--- src/rtl/picobello_pkg.sv ---
// Shared types for the picobello mesh link: isolation FSM states and default FIFO depth.
package picobello_pkg;

    typedef enum logic [1:0] {
        ACTIVE   = 2'd0,
        DRAIN    = 2'd1,
        ISOLATED = 2'd2
    } mesh_link_state_e;

    localparam int unsigned MeshLinkDepth = 2;

endpackage

--- src/rtl/picobello_link_fifo.sv ---
// Single-channel flit FIFO without fall-through; pointers wrap modulo Depth (any Depth >= 1).
module picobello_link_fifo #(
    parameter int unsigned FlitWidth = 64,
    parameter int unsigned Depth     = 2
) (
    input  logic                 clk_i,
    input  logic                 rst_ni,
    input  logic                 push_i,
    input  logic [FlitWidth-1:0] data_i,
    input  logic                 pop_i,
    output logic                 full_o,
    output logic                 empty_o,
    output logic [FlitWidth-1:0] data_o
);

    localparam int unsigned PtrW = (Depth > 1) ? $clog2(Depth) : 1;
    localparam int unsigned CntW = $clog2(Depth + 1);
    localparam logic [PtrW-1:0] LastPtr  = PtrW'(Depth - 1);
    localparam logic [CntW-1:0] DepthCnt = CntW'(Depth);

    logic [FlitWidth-1:0] r_mem [Depth];
    logic [PtrW-1:0]      r_wptr;
    logic [PtrW-1:0]      r_rptr;
    logic [CntW-1:0]      r_cnt;
    logic                 w_push;
    logic                 w_pop;

    assign full_o  = (r_cnt == DepthCnt);
    assign empty_o = (r_cnt == {CntW{1'b0}});
    assign w_push  = push_i & ~full_o;
    assign w_pop   = pop_i & ~empty_o;
    assign data_o  = r_mem[r_rptr];

    // Storage array; cleared on reset so an idle egress shows zero data.
    always_ff @(posedge clk_i or negedge rst_ni) begin
        if (!rst_ni) begin
            for (int i = 0; i < int'(Depth); i++) begin
                r_mem[i] <= {FlitWidth{1'b0}};
            end
        end else if (w_push) begin
            r_mem[r_wptr] <= data_i;
        end
    end

    // Pointers and occupancy; simultaneous push and pop leaves occupancy unchanged.
    always_ff @(posedge clk_i or negedge rst_ni) begin
        if (!rst_ni) begin
            r_wptr <= {PtrW{1'b0}};
            r_rptr <= {PtrW{1'b0}};
            r_cnt  <= {CntW{1'b0}};
        end else begin
            if (w_push) begin
                r_wptr <= (r_wptr == LastPtr) ? {PtrW{1'b0}} : r_wptr + PtrW'(1);
            end
            if (w_pop) begin
                r_rptr <= (r_rptr == LastPtr) ? {PtrW{1'b0}} : r_rptr + PtrW'(1);
            end
            case ({w_push, w_pop})
                2'b10:   r_cnt <= r_cnt + CntW'(1);
                2'b01:   r_cnt <= r_cnt - CntW'(1);
                default: r_cnt <= r_cnt;
            endcase
        end
    end

endmodule

--- src/rtl/picobello_mesh_link.sv ---
// Buffered multi-channel mesh link with drain-then-fence isolation FSM.
// Optional egress flit counters are built when PB_MESH_LINK_PERF_EN is defined.
module picobello_mesh_link
    import picobello_pkg::*;
#(
    parameter int unsigned NumChannels = 3,
    parameter int unsigned FlitWidth   = 64,
    parameter int unsigned Depth       = 2,
    parameter int unsigned CntWidth    = 32
) (
    input  logic                                  clk_i,
    input  logic                                  rst_ni,
    input  logic [NumChannels-1:0]                in_valid_i,
    output logic [NumChannels-1:0]                in_ready_o,
    input  logic [NumChannels-1:0][FlitWidth-1:0] in_data_i,
    output logic [NumChannels-1:0]                out_valid_o,
    input  logic [NumChannels-1:0]                out_ready_i,
    output logic [NumChannels-1:0][FlitWidth-1:0] out_data_o,
    input  logic                                  isolate_req_i,
    output logic                                  isolate_ack_o,
    output logic                                  busy_o,
    input  logic                                  perf_clear_i,
    output logic [NumChannels-1:0][CntWidth-1:0]  perf_cnt_o
);

    mesh_link_state_e        r_state;
    mesh_link_state_e        w_state_next;
    logic [NumChannels-1:0]  w_full;
    logic [NumChannels-1:0]  w_empty;
    logic [NumChannels-1:0]  w_push;
    logic [NumChannels-1:0]  w_pop;

    assign in_ready_o    = ~w_full & {NumChannels{r_state == ACTIVE}};
    assign out_valid_o   = ~w_empty;
    assign w_push        = in_valid_i & in_ready_o;
    assign w_pop         = out_valid_o & out_ready_i;
    assign busy_o        = |(~w_empty);
    assign isolate_ack_o = (r_state == ISOLATED);

    for (genvar c = 0; c < int'(NumChannels); c++) begin : g_chan
        picobello_link_fifo #(
            .FlitWidth (FlitWidth),
            .Depth     (Depth)
        ) u_fifo (
            .clk_i   (clk_i),
            .rst_ni  (rst_ni),
            .push_i  (w_push[c]),
            .data_i  (in_data_i[c]),
            .pop_i   (w_pop[c]),
            .full_o  (w_full[c]),
            .empty_o (w_empty[c]),
            .data_o  (out_data_o[c])
        );
    end

    // Isolation state register.
    always_ff @(posedge clk_i or negedge rst_ni) begin
        if (!rst_ni) begin
            r_state <= ACTIVE;
        end else begin
            r_state <= w_state_next;
        end
    end

    // Isolation next-state: drain completes on registered empty flags; a dropped request aborts.
    always_comb begin
        w_state_next = r_state;
        case (r_state)
            ACTIVE: begin
                if (isolate_req_i) begin
                    w_state_next = DRAIN;
                end else begin
                    w_state_next = ACTIVE;
                end
            end
            DRAIN: begin
                if (!isolate_req_i) begin
                    w_state_next = ACTIVE;
                end else if (&w_empty) begin
                    w_state_next = ISOLATED;
                end else begin
                    w_state_next = DRAIN;
                end
            end
            ISOLATED: begin
                if (!isolate_req_i) begin
                    w_state_next = ACTIVE;
                end else begin
                    w_state_next = ISOLATED;
                end
            end
            default: w_state_next = ACTIVE;
        endcase
    end

`ifdef PB_MESH_LINK_PERF_EN
    localparam logic [CntWidth-1:0] CntMax = {CntWidth{1'b1}};

    logic [NumChannels-1:0][CntWidth-1:0] r_perf_cnt;

    // Saturating egress handshake counters; clear wins over increment.
    always_ff @(posedge clk_i or negedge rst_ni) begin
        if (!rst_ni) begin
            r_perf_cnt <= '0;
        end else begin
            for (int c = 0; c < int'(NumChannels); c++) begin
                if (perf_clear_i) begin
                    r_perf_cnt[c] <= {CntWidth{1'b0}};
                end else if (w_pop[c] && (r_perf_cnt[c] != CntMax)) begin
                    r_perf_cnt[c] <= r_perf_cnt[c] + CntWidth'(1);
                end
            end
        end
    end

    assign perf_cnt_o = r_perf_cnt;
`else
    logic w_unused_perf_clear;

    assign w_unused_perf_clear = perf_clear_i;
    assign perf_cnt_o          = '0;
`endif

endmodule
--- config.mk ---
export PLATFORM = sky130hd
export DESIGN_NAME = picobello_mesh_link
export DESIGN_NICKNAME = d
export VERILOG_FILES = /design/src/rtl/picobello_pkg.sv /design/src/rtl/picobello_link_fifo.sv /design/src/rtl/picobello_mesh_link.sv
export SDC_FILE = /design/constraint.sdc
export NUM_CORES = 1
export LEC_CHECK = 0
export CAP_MARGIN = 10
export CORE_MARGIN = 2
export CORE_UTILIZATION = 47
export DETAILED_ROUTE_END_ITERATION = 16
export HOLD_SLACK_MARGIN = 0.06
export PLACE_DENSITY = 0.78
export SETUP_SLACK_MARGIN = 0.1
export SLEW_MARGIN = 20
export SYNTH_ARGS = -nofsm -noshare
export SYNTH_HDL_FRONTEND = slang
export SYNTH_SLANG_ARGS = --single-unit
--- constraint.sdc ---
create_clock -name clk_i -period 2 [get_ports clk_i]
set_input_delay 0.2 -clock clk_i [delete_from_list [all_inputs] [get_ports clk_i]]
set_output_delay 0.2 -clock clk_i [all_outputs]
set_load 0.01 [all_outputs]
# Word-level counts from Yosys, hierarchy flattened
# Cells that the tools add are included.
classes:
  multipliers: 0
  shift: 0
  addsub: 12
  n_mux: 32
  magnitude_cmp: 9
  div: 0
  n_eq_ne: 11
  reduce_logical: 12
  n_bitwise: 23
ops:
  columns: ["cell", "n"]
  rows:
  - ["64-bit two-way mux", 12]
  - ["128-bit bitwise mux", 3]
  - ["64-bit demux with 1-bit select", 3]
  - ["2-bit == test (second input constant)", 7]
  - ["2-bit >= comparator (second input constant)", 6]
  - ["1-bit NOT with 2-bit output", 6]
  - ["2-bit case mux with 2 select lines", 3]
  - ["3-bit AND", 3]
  - ["2-bit by 1-bit == test with 1-bit output (second input constant)", 4]
  - ["2-bit logical NOT", 4]
  - ["1-bit two-way mux", 7]
  - ["1-bit adder (second input constant)", 6]
  - ["2-bit by 1-bit adder with 2-bit output (second input constant)", 3]
  - ["1-bit AND", 6]
  - ["2-bit by 1-bit less-than comparator with 1-bit output (second input constant)", 3]
  - ["2-bit two-way mux", 3]
  - ["1-bit NOT", 6]
  - ["3-bit NOT", 2]
  - ["2-bit case mux with 3 select lines", 1]
  - ["2-bit nonzero test", 3]
  - ["2-bit by 1-bit subtractor with 2-bit output (second input constant)", 3]
  - ["1-bit logical AND", 3]
  - ["3-bit AND reduction", 1]
  - ["3-bit OR reduction", 1]
word_totals:
  ff_bits: 398
  output_inout_bits: 296
  latch_bits: 0
  mem_bits_ro: 0
  mem_bits_rw: 0
  input_bits: 202
  mem_count: 0
  word_cells: 115

# Logic depth before layout (Yosys ltp)
# Gate-level depths: netlist of run 1.
depth:
  word_depth: 7
  ltp_mapped: 7
  ltp_nobuf: 6

# Cells and area by module
# Synthesis of run 1 repeated with hierarchy kept, for this count alone.
hier_totals:
  hier_cells: 1194
  hier_area_um2: 19038.3
by_module_without_submodules:
  columns: ["mod", "cells_each", "seq_area_each_um2", "area_each_um2", "instances"]
  rows:
  - ["picobello_link_fifo", 359, 3303.2, 6044.5, 3]
  - ["picobello_mesh_link", 117, 50.0, 904.6, 1]

# Worst setup path before layout of run 1
# Ideal clock, no wire load.
synth_path:
  path_type: "register to register"
  from: "register r_state[0]"
  to: "register g_chan[1].u_fifo.r_mem[43] (netlist name)"
  t_required_ns: 1.875
  path_buffers: 3
  setup_time_ns: 0.125
  stages_incl_launch_ff: 7
  synth_period_minus_slack_ns: 1.603
  arrival_ns: 1.478
  path_slack_ns: 0.397
  path_cell_list: "dfrtp_1 > nor2_2 > buf_6 > and4_4 > buf_12 > buf_6 > mux2_2"
synth_via:
  elab_chain_cells: 4
synth_lines:
  columns: ["item", "line", "rtl"]
  rows:
  - ["from (decl)", "picobello_mesh_link.sv:26", "mesh_link_state_e r_state;"]
  - ["from (signal assigned)", "picobello_mesh_link.sv:61", "r_state <= w_state_next;"]
  - ["2-bit logical NOT", "picobello_mesh_link.sv:33", "assign in_ready_o = ~w_full & {NumChannels{r_state == ACTIVE}};"]
  - ["3-bit AND", "picobello_mesh_link.sv:33", null]
  - ["3-bit AND", "picobello_mesh_link.sv:35", "assign w_push = in_valid_i & in_ready_o;"]
  - ["1-bit AND", "picobello_link_fifo.sv:30", "assign w_push = push_i & ~full_o;"]
  - ["to (signal, indexed assignment)", "picobello_link_fifo.sv:38", "r_mem[i] <= {FlitWidth{1'b0}};"]
  - ["to (signal, indexed assignment)", "picobello_link_fifo.sv:41", "r_mem[r_wptr] <= data_i;"]
  - ["to (decl)", "picobello_link_fifo.sv:21", "logic [FlitWidth-1:0] r_mem [Depth];"]
# Every way passes these cells.
# A chain may end at the register's enable or synchronous reset.

==> results of run 1 <==
## per-stage QoR
step	setup WS (ns)	hold WS, ns	TNS [ns]
after floorplan	0.397	-0.0956	0
after global placement	0.0959	0.154	0
after detailed placement	0.0575	0.160	0
after CTS	-0.118	0.140	-7.57
after global routing	-0.129	0.177	-9.68
final	-0.0714	0.137	-3.28
## worst max-delay path, cell delays in order (launching register included)
cell     delay, ns
dfrtp_2       0.39
buf_12        0.17
buf_12        0.13
buf_16        0.12
mux2_2        0.35
buf_6         0.13
## power groups by stage
stage / Clock [W] / Sequential (W) / Combinational, W
global route: 0.00941 / 0.0149 / 0.0262
floorplan: 0 / 0.0136 / 0.0115
global placement: 0 / 0.0140 / 0.0195
CTS: 0.00908 / 0.0142 / 0.0213
finish: 0.00889 / 0.0144 / 0.0249
detailed placement: 0 / 0.0143 / 0.0197
## area by class of cell
class	count	area [um2]	area share
Antenna cell	1	2.50	0.0000955
Clock buffer	62	1310	0.0500
Clock inverter	19	305	0.0116
Inverter	2	7.51	0.000286
Multi-Input combinational cell	722	7800	0.298
Sequential cell	398	9970	0.380
Tap cell	518	648	0.0247
Timing Repair Buffer	521	6170	0.235
## worst max path at each step
| stage | from | end | cells past startpoint |
|---|---|---|---|
| floorplan | r_state[0] | g_chan[1].u_fifo.r_mem[43] | 6 |
| global placement | g_chan[2].u_fifo.r_cnt[1] | busy_o | 4 |
| detailed placement | r_state[0] | g_chan[2].u_fifo.r_mem[12] | 5 |
| CTS | g_chan[0].u_fifo.r_rptr | out_data_o[29] | 4 |
| global route | g_chan[2].u_fifo.r_rptr | out_data_o[186] | 5 |
| finish | g_chan[2].u_fifo.r_rptr | out_data_o[141] | 5 |
## cells by family after synthesis
group                      Yosys count  synth area share
xor gates and xnor gates            15           0.00721
buffers and inverters              162            0.0720
and+or+nand+nor                     30            0.0111
DFF                                398             0.547
other                                1          0.000206
adders and majority gates            3           0.00206
muxes                              576             0.360
AOI/OAI and AO/OA                    2          0.000824
## flip-flops by register name, indices dropped and copies added (netlist names)
signal                cells
g_chan.u_fifo.r_cnt       6
g_chan.u_fifo.r_mem     384
g_chan.u_fifo.r_rptr      3
g_chan.u_fifo.r_wptr      3
r_state                   2
## placed cells by master, fill, tap and decap left out, types with 4 or more instances in the layout
cell type	n
bufinv_16	8
clkbuf_16	61
mux2_2	435
mux2_4	137
mux2_1	4
clkbuf_1	5
buf_12	37
xnor2_1	9
dfrtp_2	8
buf_2	5
clkdlybuf4s50_1	199
nor2_1	4
conb_1	96
dfrtp_1	390
clkbuf_8	12
buf_6	204
clkinv_2	8
buf_16	13
buf_4	35
clkbuf_2	6
xor2_1	6
## routing by layer
layer	share of wire	wire (um)
met4	0.030	1420
met3	0.059	2780
met1	0.39	18600
met5	0	0
met2	0.52	24400
## what timing repair did
item,CTS,global route
endpoints found under the setup margin,292,390
buffers inserted,32,21
hold buffers,1,0
gates cloned,14,17
gates resized for setup,887,338
endpoints found under the hold margin,331,0
pin swaps,4,2
==> flow_summary.ini, run 1 <==
[status]
status = finished, violations left
violations = negative setup slack

[global_routing]
grt_pass1_vias = 12300
use_met1 = 0.265
track_usage = 0.220
busiest_layer = met2
grt_pass1_wl_um = 70000
grt_max_degree = 75
use_met2 = 0.383
antenna_found_initial = 1
grt_overflow = 0
use_met3 = 0.0599

[finish]
syn_to_final_growth_pct = 43.9
final_core_util = 0.681
fillCellCount = 2595
stdcell_area_um2 = 26200
stdcell_count = 2243
num-nets-final = 1894
drive_gt1_frac = 0.573

[pwr]
switching_share = 0.303
power_frac_clock = 0.184
power.switching_w = 0.0146
finalPower_w = 0.0482
leakagePower_nw = 11.8
p_int_w = 0.0336
pwr-share-comb = 0.517
peakVddDrop_mv = 1.24
seqPwrFrac = 0.299
p_per_area_nw_per_um2 = 1840

[logic_synthesis]
synth_edf_count = 0
synth_area_leader_cell = dfrtp_1
synthFlopType = dfrtp_1
synth_cell_types = 30
yosysWarnings = 0
synth_most_common_cell = mux2_2
synthCells = 1187
synth.top_cells.by_count = 552 x mux2_2, 398 x dfrtp_1, 101 x buf_4, 34 x buf_6, 19 x mux2_4
ys_seq_elements = 398
synthArstFlopShare = 1.00
syn_avg_cell_area_um2 = 15.3
synth-seq-area-share = 0.547
synth_area_um2 = 18200
synthTopCellsByArea = dfrtp_1 55%, mux2_2 34%, buf_4 4.2%
synth_top_area_frac = 0.547

[sta]
fmax_mhz = 483
grt_setup_unrepaired = true
slew_viol_final = 0
hold_viol = 0
min_period_ns = 2.07
finalCritPeriodShare = 1.04
setup_viol = 108
finalWorstSetupSlack_ns = -0.0714
fin_skew_ns = 0.0176

[drt]
via_count = 11300
drt-initial-drc-count = 426
drc = 0
routed_wl_um = 47200
detail-route-antenna-nets = 0
vias_per_cell = 5.03
wl_per_cell_um = 21.0
firstDrtPassIters = 4

[setup_path]
timing.rr.end = g_chan[2].u_fifo.r_mem[17]
critPathCaptureType = primary output
worstSetupPathType = reg -> out
r2r_slack_ns = 0.11
rr_worst_depth = 8
cp_data_arrival_time_ns = 1.87
required_ns = 1.80
cp_max_fo = 7
cp-start-kind = register
worstReg2RegStart = r_state[0]

[clock_tree]
clock_sinks = 398
cts_tree = built
cts_max_path_buffers = 3
cts_made_buffers = 44
root_buffer = clkbuf_16
h-tree-depth = 2
clk_pin_slew_ns = 0.06
clk_latency_ns = 0.57

[floorplan]
chipHeight_um = 201
io_pins = 498
dieArea_um2 = 40400
coreArea_um2 = 38500
die_w_um = 201
start_util = 0.474
row_count = 72

[run]
drv_cap = 0

[place]
gp_congestion = 0.791
place_inst = 2080
placed_area_um2 = 22500
hpwl_um = 28700
io_buffers = 400

[min_path]
min_path_type = in -> async
Note: power is estimated with default switching activity, not from simulation.
==> run 2, diff against run 1 <==
--- a/config.mk
+++ b/config.mk
@@ -7,10 +7,10 @@
 export LEC_CHECK = 0
 export CAP_MARGIN = 10
 export CORE_MARGIN = 2
-export CORE_UTILIZATION = 47
+export CORE_UTILIZATION = 44
 export DETAILED_ROUTE_END_ITERATION = 16
-export HOLD_SLACK_MARGIN = 0.06
-export PLACE_DENSITY = 0.78
+export HOLD_SLACK_MARGIN = 0.05
+export PLACE_DENSITY = 0.77
 export SETUP_SLACK_MARGIN = 0.1
 export SLEW_MARGIN = 20
 export SYNTH_ARGS = -nofsm -noshare
==> constraint.sdc (replaced) <==
create_clock -name clk_i -period 1.7 [get_ports clk_i]
set_input_delay 0.17 -clock clk_i [delete_from_list [all_inputs] [get_ports clk_i]]
set_output_delay 0.17 -clock clk_i [all_outputs]
set_load 0.01 [all_outputs]
==> flow_summary.ini, run 2 (same netlist as run 1, synthesis figures left out) <==
[status]
status = finished, violations left
violations = negative setup slack

[floorplan]
die_w_um = 207
chipHeight_um = 207
dieArea_um2 = 43000
start_util = 0.446
row_count = 74
coreArea_um2 = 40800
io_pins = 498

[pwr]
power.switching_w = 0.0182
switching_share = 0.307
finalPower_w = 0.0594
peakVddDrop_mv = 1.33
leakagePower_nw = 12.7
seqPwrFrac = 0.289
pwr-share-comb = 0.535
p_int_w = 0.0411
power_frac_clock = 0.175
p_per_area_nw_per_um2 = 2140

[place]
hpwl_um = 29400
io_buffers = 400
gp_congestion = 0.763
placed_area_um2 = 22700
place_inst = 2115

[drt]
wl_per_cell_um = 22.8
drc = 0
detail-route-antenna-nets = 0
firstDrtPassIters = 6
via_count = 11800
routed_wl_um = 53000
vias_per_cell = 5.06
drt-initial-drc-count = 556

[clock_tree]
root_buffer = clkbuf_16
clk_latency_ns = 0.58
h-tree-depth = 2
cts_tree = built
clock_sinks = 398
clk_pin_slew_ns = 0.06
cts_max_path_buffers = 3
cts_made_buffers = 44

[setup_path]
critPathCaptureType = primary output
required_ns = 1.53
rr_worst_depth = 7
cp_data_arrival_time_ns = 1.91
r2r_slack_ns = -0.16
worstReg2RegStart = r_state[0]
cp_max_fo = 7
cp-start-kind = register
worstSetupPathType = reg -> out
timing.rr.end = g_chan[0].u_fifo.r_mem[71]

[sta]
timing.hold.ws_ns = 0.113
finalCritPeriodShare = 1.22
slew_viol_final = 0
grt_setup_unrepaired = true
fmax_mhz = 480
setup_viol = 489
min_period_ns = 2.08
finalWorstSetupSlack_ns = -0.382
hold_viol = 0
fin_skew_ns = 0.0274

[finish]
final_cell_mix = 391 x dfrtp_1, 321 x mux2_2, 255 x mux2_4
stdcell_count = 2327
syn_to_final_growth_pct = 52.1
stdcell_area_um2 = 27700
num-nets-final = 1962
largest_registers = g_chan.u_fifo.r_mem x384, g_chan.u_fifo.r_cnt x6
seqCellArea_um2 = 9970
final_core_util = 0.679
largest_reg_flops = 384
multiInputGateArea_um2 = 8330
fillCellCount = 2644
top_register = g_chan.u_fifo.r_mem
final_common_cell = dfrtp_1
drive_gt1_frac = 0.599

[global_routing]
grt_pass1_wl_um = 70000
grt_overflow = 0
grt_max_degree = 71
antenna_found_initial = 3
grt_pass1_vias = 12200
track_usage = 0.205

[min_path]
min_path_type = in -> async

[run]
drv_cap = 0
[run 2: changes by cell type in the layout (fill, tap and decap cells not counted), sizes merged]
cell | before | now
dlygate4sd2 | 2 | 0
diode | 1 | 3
clkinvlp | 1 | 2
clkdlybuf4s15 | 2 | 0
clkbuf | 84 | 102
buf | 295 | 350
clkinv | 8 | 7
bufinv | 8 | 7
[run 2: area by class of cell]
cell class / count / share of cell area
Clock inverter: 18 / 0.0100
Timing Repair Buffer: 589 / 0.257
Antenna cell: 3 / 0.000271
Tap cell: 532 / 0.0240
Sequential cell: 398 / 0.360
Clock buffer: 63 / 0.0478
Inverter: 2 / 0.000271
Multi-Input combinational cell: 722 / 0.301
[run 2: per-stage QoR]
step / setup slack (ns) / setup TNS, ns
after detailed placement: -0.0923 / -13.22
after floorplan: 0.0994 / 0
final: -0.382 / -76.05
after global placement: -0.0509 / -6.42
after global routing: -0.423 / -102.08
after CTS: -0.431 / -72.35
[run 2: critical path: stages, from the launching register on]
cell,delay (ns)
dfrtp_2,0.42
buf_12,0.17
buf_12,0.13
buf_8,0.12
mux2_2,0.35
buf_6,0.14
[run 2: layer usage]
metal	share of wire	wire length, um	GRT usage
met5	0	0	0
met4	0.030	1590	0.0658
met3	0.062	3280	0.0558
met2	0.52	27400	0.358
met1	0.39	20700	0.245
[run 2: worst max path at each step]
stage	from	end	cells past startpoint
after floorplan	r_state[1]	g_chan[1].u_fifo.r_mem[39]	6
after global placement	r_state[1]	g_chan[2].u_fifo.r_mem[12]	5
after detailed placement	r_state[1]	g_chan[2].u_fifo.r_mem[0]	5
after CTS	g_chan[1].u_fifo.r_rptr	out_data_o[80]	5
after global routing	g_chan[2].u_fifo.r_rptr	out_data_o[147]	5
final	g_chan[2].u_fifo.r_rptr	out_data_o[147]	5
[run 2: power groups by stage]
| stage | sequential, W | combinational [W] | clock, W |
|---|---|---|---|
| after floorplan | 0.0160 | 0.0136 | 0 |
| after global placement | 0.0164 | 0.0232 | 0 |
| after detailed placement | 0.0168 | 0.0235 | 0 |
| after CTS | 0.0167 | 0.0254 | 0.0106 |
| after global routing | 0.0177 | 0.0332 | 0.0110 |
| final | 0.0172 | 0.0318 | 0.0104 |
[run 2: timing repair]
item	CTS	global route
pin swaps	0	9
endpoints found under the hold margin	398	0
gates cloned	11	44
resized for setup	934	509
setup buffers	32	51
hold buffers	1	0
endpoints found under the setup margin	581	582
